==> src/rtl/coef_stream_pkg.sv <==
// Shared definitions for the coefficient stream packer/unpacker pair:
// word field layout, row geometry, plane encoding and tag layout.
package coef_stream_pkg;

  localparam int unsigned COEF_PACK_W    = 12;
  localparam int unsigned COEF_A_LSB     = 0;
  localparam int unsigned COEF_B_LSB     = 12;
  localparam int unsigned TAG_LSB        = 24;
  localparam int unsigned TAG_W          = 8;
  localparam int unsigned WORDS_PER_ROW  = 4;
  localparam int unsigned ROWS_PER_BLOCK = 8;
  localparam int unsigned COLS_PER_ROW   = 8;

  typedef enum logic [1:0] {
    PLANE_Y  = 2'd0,
    PLANE_CB = 2'd1,
    PLANE_CR = 2'd2
  } plane_e;

  // Tag byte: [7:5] reserved (zero), [4:2] row, [1:0] plane
  typedef struct packed {
    logic [2:0] rsvd;
    logic [2:0] row;
    logic [1:0] plane;
  } tag_t;

  typedef enum logic {
    ROW_EMPTY = 1'b0,
    ROW_FULL  = 1'b1
  } row_state_e;

  function automatic tag_t expected_tag(input logic [2:0] row, input logic [1:0] plane);
    tag_t t;
    t.rsvd  = 3'b000;
    t.row   = row;
    t.plane = plane;
    return t;
  endfunction

endpackage

==> src/rtl/coef_row_reg.sv <==
// Single-entry output register for one coefficient row with valid/ready handshake.
module coef_row_reg
  import coef_stream_pkg::*;
#(
  parameter int unsigned COEF_W = 12
) (
  input  logic                                i_clk,
  input  logic                                i_rst,
  input  logic                                i_load,
  input  logic [COLS_PER_ROW-1:0][COEF_W-1:0] i_data,
  input  logic [1:0]                          i_plane,
  input  logic [2:0]                          i_row,
  input  logic                                i_ready,
  output logic                                o_valid,
  output logic [COLS_PER_ROW-1:0][COEF_W-1:0] o_data,
  output logic [1:0]                          o_plane,
  output logic [2:0]                          o_row
);

  row_state_e r_state;

  // EMPTY/FULL state plus row payload; a load always wins over a consume
  always_ff @(posedge i_clk or posedge i_rst) begin
    if (i_rst) begin
      r_state <= ROW_EMPTY;
      o_data  <= '0;
      o_plane <= 2'd0;
      o_row   <= 3'd0;
    end else begin
      if (i_load) begin
        o_data  <= i_data;
        o_plane <= i_plane;
        o_row   <= i_row;
      end
      case (r_state)
        ROW_EMPTY: if (i_load) r_state <= ROW_FULL;
        ROW_FULL:  if (i_ready && !i_load) r_state <= ROW_EMPTY;
        default:   r_state <= ROW_EMPTY;
      endcase
    end
  end

  assign o_valid = (r_state == ROW_FULL);

endmodule

==> src/rtl/coef_stream_unpacker.sv <==
// Rebuilds 8-coefficient rows of Y/Cb/Cr 8x8 blocks from the packed 32-bit
// coefficient stream. Optional tag checking is enabled by defining TAG_CHECK_EN.
module coef_stream_unpacker
  import coef_stream_pkg::*;
#(
  parameter int unsigned COEF_W     = 12,
  parameter int unsigned NUM_PLANES = 3
) (
  input  logic              i_clk,
  input  logic              i_rst,
  input  logic [31:0]       s_axis_data,
  input  logic              s_axis_valid,
  output logic              s_axis_ready,
  output logic [COEF_W-1:0] o_data0,
  output logic [COEF_W-1:0] o_data1,
  output logic [COEF_W-1:0] o_data2,
  output logic [COEF_W-1:0] o_data3,
  output logic [COEF_W-1:0] o_data4,
  output logic [COEF_W-1:0] o_data5,
  output logic [COEF_W-1:0] o_data6,
  output logic [COEF_W-1:0] o_data7,
  output logic [1:0]        o_plane,
  output logic [2:0]        o_row,
  output logic              o_valid,
  input  logic              i_ready,
  output logic              o_intr,
  output logic              o_tag_err
);

  localparam logic [1:0] LAST_WORD  = 2'(WORDS_PER_ROW - 1);
  localparam logic [2:0] LAST_ROW   = 3'(ROWS_PER_BLOCK - 1);
  localparam logic [1:0] LAST_PLANE = 2'(NUM_PLANES - 1);

  logic [1:0]                          r_wcnt;
  logic [2:0]                          r_row;
  logic [1:0]                          r_plane;
  logic [COLS_PER_ROW-3:0][COEF_PACK_W-1:0] r_hold;
  logic                                r_intr;

  logic [COEF_PACK_W-1:0]              w_coef_a;
  logic [COEF_PACK_W-1:0]              w_coef_b;
  logic                                w_accept;
  logic                                w_load;
  logic                                w_full;
  logic                                w_consume;
  logic [COLS_PER_ROW-1:0][COEF_W-1:0] w_row_data;
  logic [COLS_PER_ROW-1:0][COEF_W-1:0] w_out_data;

  assign w_coef_a  = s_axis_data[COEF_A_LSB +: COEF_PACK_W];
  assign w_coef_b  = s_axis_data[COEF_B_LSB +: COEF_PACK_W];
  assign w_accept  = s_axis_valid && s_axis_ready;
  assign w_load    = w_accept && (r_wcnt == LAST_WORD);
  assign w_consume = o_valid && i_ready;

  // Stall only the final word of a row while the previous row is still held
  assign s_axis_ready = !i_rst && !((r_wcnt == LAST_WORD) && w_full);

  // Sign-extend the held coefficients plus the word-3 pair into a full row
  always_comb begin
    w_row_data = '0;
    for (int i = 0; i < int'(COLS_PER_ROW) - 2; i++) begin
      w_row_data[i] = COEF_W'(signed'(r_hold[i]));
    end
    w_row_data[COLS_PER_ROW-2] = COEF_W'(signed'(w_coef_a));
    w_row_data[COLS_PER_ROW-1] = COEF_W'(signed'(w_coef_b));
  end

  // Word counter, holding register and row/plane position of the row being assembled
  always_ff @(posedge i_clk or posedge i_rst) begin
    if (i_rst) begin
      r_wcnt  <= 2'd0;
      r_hold  <= '0;
      r_row   <= 3'd0;
      r_plane <= PLANE_Y;
    end else if (w_accept) begin
      case (r_wcnt)
        2'd0: begin r_hold[0] <= w_coef_a; r_hold[1] <= w_coef_b; end
        2'd1: begin r_hold[2] <= w_coef_a; r_hold[3] <= w_coef_b; end
        2'd2: begin r_hold[4] <= w_coef_a; r_hold[5] <= w_coef_b; end
        default: ;
      endcase
      if (r_wcnt == LAST_WORD) begin
        r_wcnt <= 2'd0;
        if (r_row == LAST_ROW) begin
          r_row   <= 3'd0;
          r_plane <= (r_plane == LAST_PLANE) ? PLANE_Y : r_plane + 2'd1;
        end else begin
          r_row <= r_row + 3'd1;
        end
      end else begin
        r_wcnt <= r_wcnt + 2'd1;
      end
    end
  end

  // Pulse once when the last row of the last plane leaves the block
  always_ff @(posedge i_clk or posedge i_rst) begin
    if (i_rst) r_intr <= 1'b0;
    else       r_intr <= w_consume && (o_plane == LAST_PLANE) && (o_row == LAST_ROW);
  end

  assign o_intr = r_intr;

`ifdef TAG_CHECK_EN
  tag_t w_tag;
  logic r_tag_err;

  assign w_tag = tag_t'(s_axis_data[TAG_LSB +: TAG_W]);

  // Sticky flag: any accepted word whose tag disagrees with the assembly position
  always_ff @(posedge i_clk or posedge i_rst) begin
    if (i_rst)                                                   r_tag_err <= 1'b0;
    else if (w_accept && (w_tag != expected_tag(r_row, r_plane))) r_tag_err <= 1'b1;
  end

  assign o_tag_err = r_tag_err;
`else
  logic [TAG_W-1:0] w_unused_tag;
  assign w_unused_tag = s_axis_data[TAG_LSB +: TAG_W];
  assign o_tag_err    = 1'b0;
`endif

  coef_row_reg #(.COEF_W(COEF_W)) u_row_reg (
    .i_clk   (i_clk),
    .i_rst   (i_rst),
    .i_load  (w_load),
    .i_data  (w_row_data),
    .i_plane (r_plane),
    .i_row   (r_row),
    .i_ready (i_ready),
    .o_valid (o_valid),
    .o_data  (w_out_data),
    .o_plane (o_plane),
    .o_row   (o_row)
  );

  assign w_full  = o_valid;
  assign o_data0 = w_out_data[0];
  assign o_data1 = w_out_data[1];
  assign o_data2 = w_out_data[2];
  assign o_data3 = w_out_data[3];
  assign o_data4 = w_out_data[4];
  assign o_data5 = w_out_data[5];
  assign o_data6 = w_out_data[6];
  assign o_data7 = w_out_data[7];

endmodule

==> config.mk <==
export PLATFORM = sky130hd
export DESIGN_NAME = coef_stream_unpacker
export DESIGN_NICKNAME = d
export VERILOG_FILES = /design/src/rtl/coef_stream_pkg.sv /design/src/rtl/coef_row_reg.sv /design/src/rtl/coef_stream_unpacker.sv
export SDC_FILE = /design/constraint.sdc
export NUM_CORES = 1
export LEC_CHECK = 0
export CORE_ASPECT_RATIO = 0.6
export CORE_UTILIZATION = 45
export DETAILED_ROUTE_END_ITERATION = 16
export DONT_BUFFER_PORTS = 1
export GPL_TIMING_DRIVEN = 0
export PLACE_DENSITY = 0.71
export SKIP_LAST_GASP = 1
export SLEW_MARGIN = 20
export SYNTH_ARGS = -nofsm -noshare
export SYNTH_HDL_FRONTEND = slang
export SYNTH_SLANG_ARGS = --single-unit
==> constraint.sdc <==
create_clock -name i_clk -period 7.5 [get_ports i_clk]
set_input_delay 1.125 -clock i_clk [delete_from_list [all_inputs] [get_ports i_clk]]
set_output_delay 1.125 -clock i_clk [all_outputs]
set_load 0.005 [all_outputs]
# Yosys cells after proc, flatten, opt, wreduce, memory -nomap -nowiden
# Cells that the tools add are included.
# word_totals
out_inout_bits,105
wordCells,55
regBits,182
# op_classes
reduce_logical,17
bitwise,1
n_eq_ne,7
n_mux,6
n_addsub,3
# op_table
operator,count
$eq A2 B2 Y1 const B,4
$logic_and A1 B1 Y1,8
$reduce_and A2 Y1,4
$eq A3 B3 Y1 const B,2
$add A2 B1 Y2 const B,2
$mux W2,2
$add A3 B1 Y3 const B,1
$logic_not A1 Y1,3
$mux W3,1
$reduce_and A3 Y1,1
$eq A2 B1 Y1 const B,1
$logic_not A2 Y1,1
$mux W1,2
$pmux W1 S2,1
$not A1 Y1,1

# Longest topological paths before layout
# Gate-level depths: netlist of the first run.
# depth
word_depth,10
depth_mapped,6

# Cells and area by module
# A second synthesis of the first run with hierarchy kept.
# unflattened
hier_cells,411
hier_area_um2,7537.2
# modules_own_cells
module,seq_area_each_um2,instances,area_per_inst_um2,cells_per_inst
coef_row_reg,2552.4,1,4108.9,217
coef_stream_unpacker,2001.9,1,3428.3,194

# Worst setup path after synthesis of the first run
# No wires, ideal clock.
# synth_path
path_kind,in2out
startpoint,input i_rst
endpoint,output s_axis_ready
path_buffers,0
t_required_ps,6375
setup_slack_ps,5122
path_stages,1
arrival_time_ps,1253
cell_sequence,a21oi_1
# synth_via
elab_chain_cells,2
# synth_lines
element,line_no,rtl
from (decl),coef_stream_unpacker.sv:10,"input logic i_rst,"
$logic_not A1 Y1 (no source line),n/a,
$logic_and A1 B1 Y1,coef_stream_unpacker.sv:56,assign s_axis_ready = !i_rst && !((r_wcnt == LAST_WORD) && w_full);
to (decl),coef_stream_unpacker.sv:13,"output logic s_axis_ready,"
# No other way between the ends.

# Final worst setup path of the first run
# layout_path
startpoint,register r_wcnt[0]
endpoint,output s_axis_ready
# layout_via
elab_chain_cells,4
# layout_lines
element,line_no,rtl
from (decl),coef_stream_unpacker.sv:34,logic [1:0] r_wcnt;
from (signal assigned),coef_stream_unpacker.sv:91,r_wcnt <= r_wcnt + 2'd1;
$eq A2 B2 Y1,coef_stream_unpacker.sv:56,
$logic_and A1 B1 Y1,coef_stream_unpacker.sv:56,
$logic_not A1 Y1,coef_stream_unpacker.sv:56,
$logic_and A1 B1 Y1,coef_stream_unpacker.sv:56,
# No other way between the ends.

==> results.md, run 1 <==
- Status: finished clean
- Worst Path Max Fanout: 5
- Diode count: 0
- Chip height: 99.5 um
- Yosys cell types: 20
- Worst Skew: 0.0128 ns
- Setup Crit Path Kind: reg2out
- Die ar.: 16400 um2
- Vias in the first global route: 3746
- Setup crit end kind: primary output
- Async SR Flop Fraction: 100%
- Core region area: 15400 um2
- Fmax: 410 MHz
- Yosys Warn Count: 0
- Pwr Density: 418 nW/um2
- Fillers: 1249
- CTS resizes: 0
- Initial antenna violation count: 0
- Routed wire length per instance: 21.1 um
- HP Class: reg2reg
- RSZ-0062 raised after global routing: no
- # setup viols final: 0
- CP max-delay cell: dfrtp_1
- Grt total ovfl: 0
- Max-Cap Viols: 0
- Worst EP required: 6.38 ns
- Min cycle time layout: 2.44 ns
- Buffers on Ports: 0
- Mapped Cells: 410
- Final Util: 51.8%
- Top cell type's share of synthesized area: 63.9%
- Inserted Clock Buffers: 17
- Post-route insts no fill: 646
- Skew-Pair Late Insertion Delay: 0.42 ns
- Drt total wl: 13600 um
- First-pass GRT wire length: 21400 um
- Post-CTS Setup Bufs: 0
- Critical Path, Cell by Cell: ha_1 -> a21oi_1
- Leak Pwr: 3.63 nW
- Top cells by area, synth: dfrtp_1 (64%), mux2_2 (22%), mux2_4 (8.2%)
- Inst Count DP: 614
- Net Count, Synth: 452
- Fin crit share: 32.5%
- WP data arrival: 1.31 ns
- I/O Pins: 141
- Worst VDD drop: 0.185 mV
- CP Launch Type: flip-flop
- Drt pass-1 iters: 4
- Top cells by count, synth: dfrtp_1 (182), mux2_2 (140), mux2_4 (39)
- Initial Utilization: 46.2%
- DR vias: 3432
- Routability cong.: 0.728
- Top_reg_cell synth: dfrtp_1
- HPWL after DPL: 9330 um
- Biggest area consumer among synthesized cells: dfrtp_1
- Nets: 472
- Layout cells sized above 1: 53.3%
- CTS clk-pin slew, worst paths: 0.07 ns
- Routed Antenna Nets: 0
- Slowest stage delay, CP: 0.43 ns
- Hold buffer count at CTS: 0
- # DRC: 0
- Slew Limit Fails: 0
- H-Tree Depth: 4
- Synth Area per Inst: 17.4 um2
- EDFF count, synth: 0
- Row cnt: 35
- Area added between synthesis and finish: 12.0%
- Area of the multi-input gates: 2380 um2
- Sink Count: 182
- Final hold vios: 0
- FF+latch count, synth: 182
- Post-Syn Area: 7120 um2
- Vias per cell: 5.31
- DR iter-0 viols: 148
- Largest net degree at the start of global routing: 114
- FF+latch area: 4550 um2
- Sequential element share of the synthesized area: 63.9%
- Most frequent cell after synthesis: dfrtp_1
- Die Wd: 164 um
- Overall Global Routing Usage: 17.7%
- Worst-Margin Slew: 0.579 ns
- Max clock buf depth: 2
- CTS tree: yes
- Slew HR: 61.4%
- Clk root buf: clkbuf_16
## sequential cells by signal, indices dropped and copies added, names as in the netlist
name               flops
o_intr                 1
r_hold                72
r_plane                2
r_row                  3
r_wcnt                 2
u_row_reg.o_data      96
u_row_reg.o_plane      2
u_row_reg.o_row        3
u_row_reg.o_valid      1
## per-stage QoR
stage	worst slack [ns]	cell area (um2)	total power [mW]	TNS (ns)	hold WS, ns
2_1_floorplan	1.43	7120	2.30	0	0.450
3_3_place_gp	-0.0870	7380	2.45	-14.69	0.481
3_5_place_dp	5.08	7410	2.51	0	0.486
4_1_cts	5.03	7980	3.38	0	0.503
5_1_grt	4.99	7980	3.53	0	0.514
6_report	5.06	7980	3.34	0	0.502
## layout make-up
cell class              count  share of cell area, %
clock inverters            14                   1.63
well taps                 203                   3.18
flip-flops and latches    182                   57.1
inverters                   4                  0.282
plain buffers              20                   2.23
multi-input cells         204                   29.8
repair buffers              1                  0.345
clock buffers              18                   5.50
## power breakdown
group | internal (mW) | total [mW] | switching (mW)
logic | 0.482 | 0.702 | 0.220
clock network | 0.450 | 0.860 | 0.409
registers | 1.45 | 1.78 | 0.329
## worst max-delay path: cells and delay by family, from the launching register on
family	cells	cell delay, ns
compound gates	1	0.22
flops	1	0.43
fa+ha+maj	1	0.26
## cell usage in the layout, fill, tap and decap left out
| cell | netlist | layout |
|---|---|---|
| a21o_1 | 1 | 1 |
| a21oi_1 | 1 | 1 |
| a22o_1 | 1 | 1 |
| and4bb_1 | 1 | 1 |
| buf_16 | 0 | 1 |
| buf_2 | 6 | 6 |
| buf_4 | 1 | 1 |
| buf_6 | 12 | 12 |
| clkbuf_16 | 0 | 17 |
| clkbuf_2 | 1 | 1 |
| clkbuf_8 | 0 | 1 |
| clkinv_2 | 0 | 1 |
| clkinv_4 | 0 | 3 |
| clkinvlp_4 | 0 | 1 |
| conb_1 | 1 | 1 |
| dfrtp_1 | 182 | 182 |
| ha_1 | 6 | 6 |
| inv_1 | 4 | 3 |
| inv_6 | 0 | 4 |
| inv_8 | 0 | 6 |
| mux2_2 | 140 | 140 |
| mux2_4 | 39 | 39 |
| nand2_1 | 4 | 4 |
| nand3_4 | 3 | 3 |
| nand4_1 | 1 | 1 |
| nor2_1 | 3 | 3 |
| nor2b_1 | 2 | 2 |
| nor3_1 | 1 | 1 |
## worst paths after layout
check | cells past startpoint | slack [ns] | to | start
worst max-delay path | 2 | 5.06 | s_axis_ready | r_wcnt[0]
worst min-delay path | 1 | 0.50 | u_row_reg.o_data[30] | r_hold[30]
worst max register to register | 6 | 5.63 | u_row_reg.o_data[52] | r_wcnt[0]
worst min register to register | 1 | 0.50 | u_row_reg.o_data[30] | r_hold[30]
max in group asynchronous | 2 | 5.97 | r_hold[37] | i_rst
min in group asynchronous | 1 | 0.60 | r_hold[25] | i_rst
## layer usage
| layer | vias to the layer above | GRT usage [%] | part of all wire [%] |
|---|---|---|---|
| met4 | 0 | 3.39 | 0.24 |
| met1 | 1844 | 24.9 | 47 |
| met2 | 104 | 25.8 | 44 |
| li1 | 1480 | - | - |
| met5 | - | 0 | 0 |
| met3 | 4 | 7.13 | 8.0 |
## kinds of logic after synthesis
kind of cell / count (synthesis) / share of synthesized area, %
DFF: 182 / 63.9
muxes: 179 / 30.3
adders and majority gates: 6 / 1.05
buffers and inverters: 24 / 2.70
AOI/OAI and AO/OA: 3 / 0.299
other: 1 / 0.0526
and+or+nand+nor: 15 / 1.62
(Power assumes the default switching activity.)
==> run 2, diff against run 1 <==
==> constraint.sdc (replaced) <==
create_clock -name i_clk -period 2.3 [get_ports i_clk]
set_input_delay 0.345 -clock i_clk [delete_from_list [all_inputs] [get_ports i_clk]]
set_output_delay 0.345 -clock i_clk [all_outputs]
set_load 0.005 [all_outputs]
==> run 2 against run 1 <==
Net effect: utilization increased by 0.71 points; clock power rose to 3.3 times the previous value; routed wire length is 3.5% higher; cell count up 0.62%; first-iteration DRC count down 27%; hold slack got worse by 0.43 ns; via count up 0.79%; global-route usage grew 0.54 points; highest routed layer unchanged.
==> results.md, run 2 (synthesis results as in run 1) <==
- Layout cells sized above 1: 53.5%
- Vias per cell: 5.32
- Die Wd: 164 um
- Top cell by count, worst path: buf_6
- Combinational power share: 21.1%
- Fin crit share: 83.2%
- Design area: 8090 um2
- Area added between synthesis and finish: 13.6%
- Post-route insts no fill: 650
- Routed wire length per instance: 21.7 um
- Status: finished clean
- Routed Antenna Nets: 0
- Overall Global Routing Usage: 18.2%
- Buffers on Ports: 0
- Min cycle time layout: 1.91 ns
- Worst hold slack: 0.0742 ns
- Cell Int Power: 7.92 mW
- CTS tree: yes
- CP Launch Type: flip-flop
- Sw Share: 28.0%
- Most frequent cells in the layout: dfrtp_1 (182), mux2_2 (140), mux2_4 (39)
- Setup crit start: r_wcnt[0]
- Chip height: 99.5 um
- Sink Count: 182
- CTS clk-pin slew, worst paths: 0.07 ns
- Clk root buf: clkbuf_16
- Final hold vios: 0
- Row cnt: 35
- Metal2 WL: 6490 um
- Routability cong.: 0.714
- Worst VDD drop: 0.581 mV
- Core region area: 15400 um2
- Fillers: 1254
- Reg2reg start: r_wcnt[0]
- Flop pwr share: 53.0%
- Leak Pwr: 3.66 nW
- H-Tree Depth: 4
- Met3 wire len: 1100 um
- I/O Pins: 141
- Setup crit end kind: flip-flop
- Drt pass-1 iters: 4
- M1 WL: 6370 um
- Post-CTS Setup Bufs: 0
- Inst Count DP: 619
- Cell Area, Placed: 7510 um2
- DR iter-0 viols: 108
- Skew-Pair Late Insertion Delay: 0.41 ns
- Critical Path, Cell by Cell: ha_1 -> and4bb_1 -> buf_6 -> buf_6 -> buf_6 -> mux2_4
- DR vias: 3459
- HP Class: in2reg
- HPWL after DPL: 10000 um
- Nets: 478
- Setup Crit Path Kind: reg2reg
- Top routing layer in use: met4
- Min-delay src: s_axis_data[3]
- Die ar.: 16400 um2
- First-pass GRT wire length: 21900 um
- Biggest regs: u_row_reg.o_data: 96 flops, r_hold: 72 flops
- RSZ-0062 raised after global routing: no
- Worst Path Max Fanout: 10
- Max clock buf depth: 2
- Initial Utilization: 46.2%
- Sw Pwr: 3.08 mW
- Drt total wl: 14100 um
- # DRC: 0
- CP max-delay cell: dfrtp_1
- Most flop-heavy register: u_row_reg.o_data
- Slew Limit Fails: 0
- Initial antenna violation count: 0
- Worst Skew: 0.0102 ns
- Clock share of power: 25.9%
- Slowest stage delay, CP: 0.44 ns
- Max-Cap Viols: 0
- Largest net degree at the start of global routing: 38
- Fmax: 523 MHz
- Most common cell after layout, fill and taps aside: dfrtp_1
- Worst EP required: 2.60 ns
- Grt total ovfl: 0
- Vias in the first global route: 3841
- Diode count: 0
- Inserted Clock Buffers: 17
- Max reg flops: 96
- WP data arrival: 2.21 ns
- Pwr Density: 1360 nW/um2
- # setup viols final: 0
run 2: cell types whose count changed in the layout (fill, tap and decap cells not counted):
| cell | change |
|---|---|
| clkinv_2 | +1 |
| clkbuf_8 | -1 |
| bufinv_16 | +2 |
| clkinv_4 | -2 |
| dlygate4sd3_1 | +1 |
| buf_12 | +5 |
| clkinvlp_4 | +4 |
| inv_8 | -5 |
| inv_6 | -1 |
run 2: worst max-delay path: cells and delay by family (launching register included):
kind | cells | cell delay (ns)
muxes | 1 | 0.32
DFF | 1 | 0.44
adders and majority gates | 1 | 0.25
and+or+nand+nor | 1 | 0.25
buffers and inverters | 3 | 0.53
run 2: cell type report:
class / instances / area (um2) / area share (%)
buffer: 20 / 178 / 2.20
clock buffer: 17 / 425 / 5.26
clock inverter: 13 / 146 / 1.81
inverter: 4 / 18.8 / 0.232
multi-input combinational: 204 / 2380 / 29.4
sequential: 182 / 4550 / 56.3
tap: 203 / 254 / 3.14
timing repair buffer: 7 / 138 / 1.70
run 2: final timing paths:
path	slack, ns	cells after the start	end
max	0.39	6	u_row_reg.o_data[50]
min	0.07	1	u_row_reg.o_data[75]
max reg2reg	0.39	6	u_row_reg.o_data[50]
min reg2reg	0.50	1	u_row_reg.o_data[24]
max in group asynchronous	1.27	4	r_hold[10]
min in group asynchronous	0.35	2	r_hold[25]
run 2: repair_timing:
action,in CTS,in global routing
hold buffers,1,0
resized for setup,0,0
hold endpoints to repair,82,0
run 2: through the flow:
stage / setup TNS (ns) / setup slack [ns] / utilization, % / power [mW]
2_1_floorplan: -69.44 / -0.382 / - / 7.51
3_3_place_gp: -203.60 / -1.13 / 47.9 / 7.99
3_5_place_dp: 0 / 0.405 / 48.7 / 8.26
4_1_cts: 0 / 0.369 / 52.5 / 11.2
5_1_grt: 0 / 0.299 / 52.5 / 11.6
6_report: 0 / 0.387 / 52.5 / 11.0
run 2: per-layer routing:
layer / vias up / GRT usage [%]
li1: 1482 / -
met1: 1859 / 24.0
met2: 101 / 27.8
met3: 17 / 7.30
met4: 0 / 5.22
met5: - / 0
run 2: power groups by stage:
stage / Sequential, mW / Clock, mW / Combinational, mW
global placement: 5.81 / 0 / 2.18
detailed placement: 5.90 / 0 / 2.36
finish: 5.83 / 2.85 / 2.32
global route: 6.04 / 3.06 / 2.53
floorplan: 5.49 / 0 / 2.02
CTS: 5.85 / 2.93 / 2.37
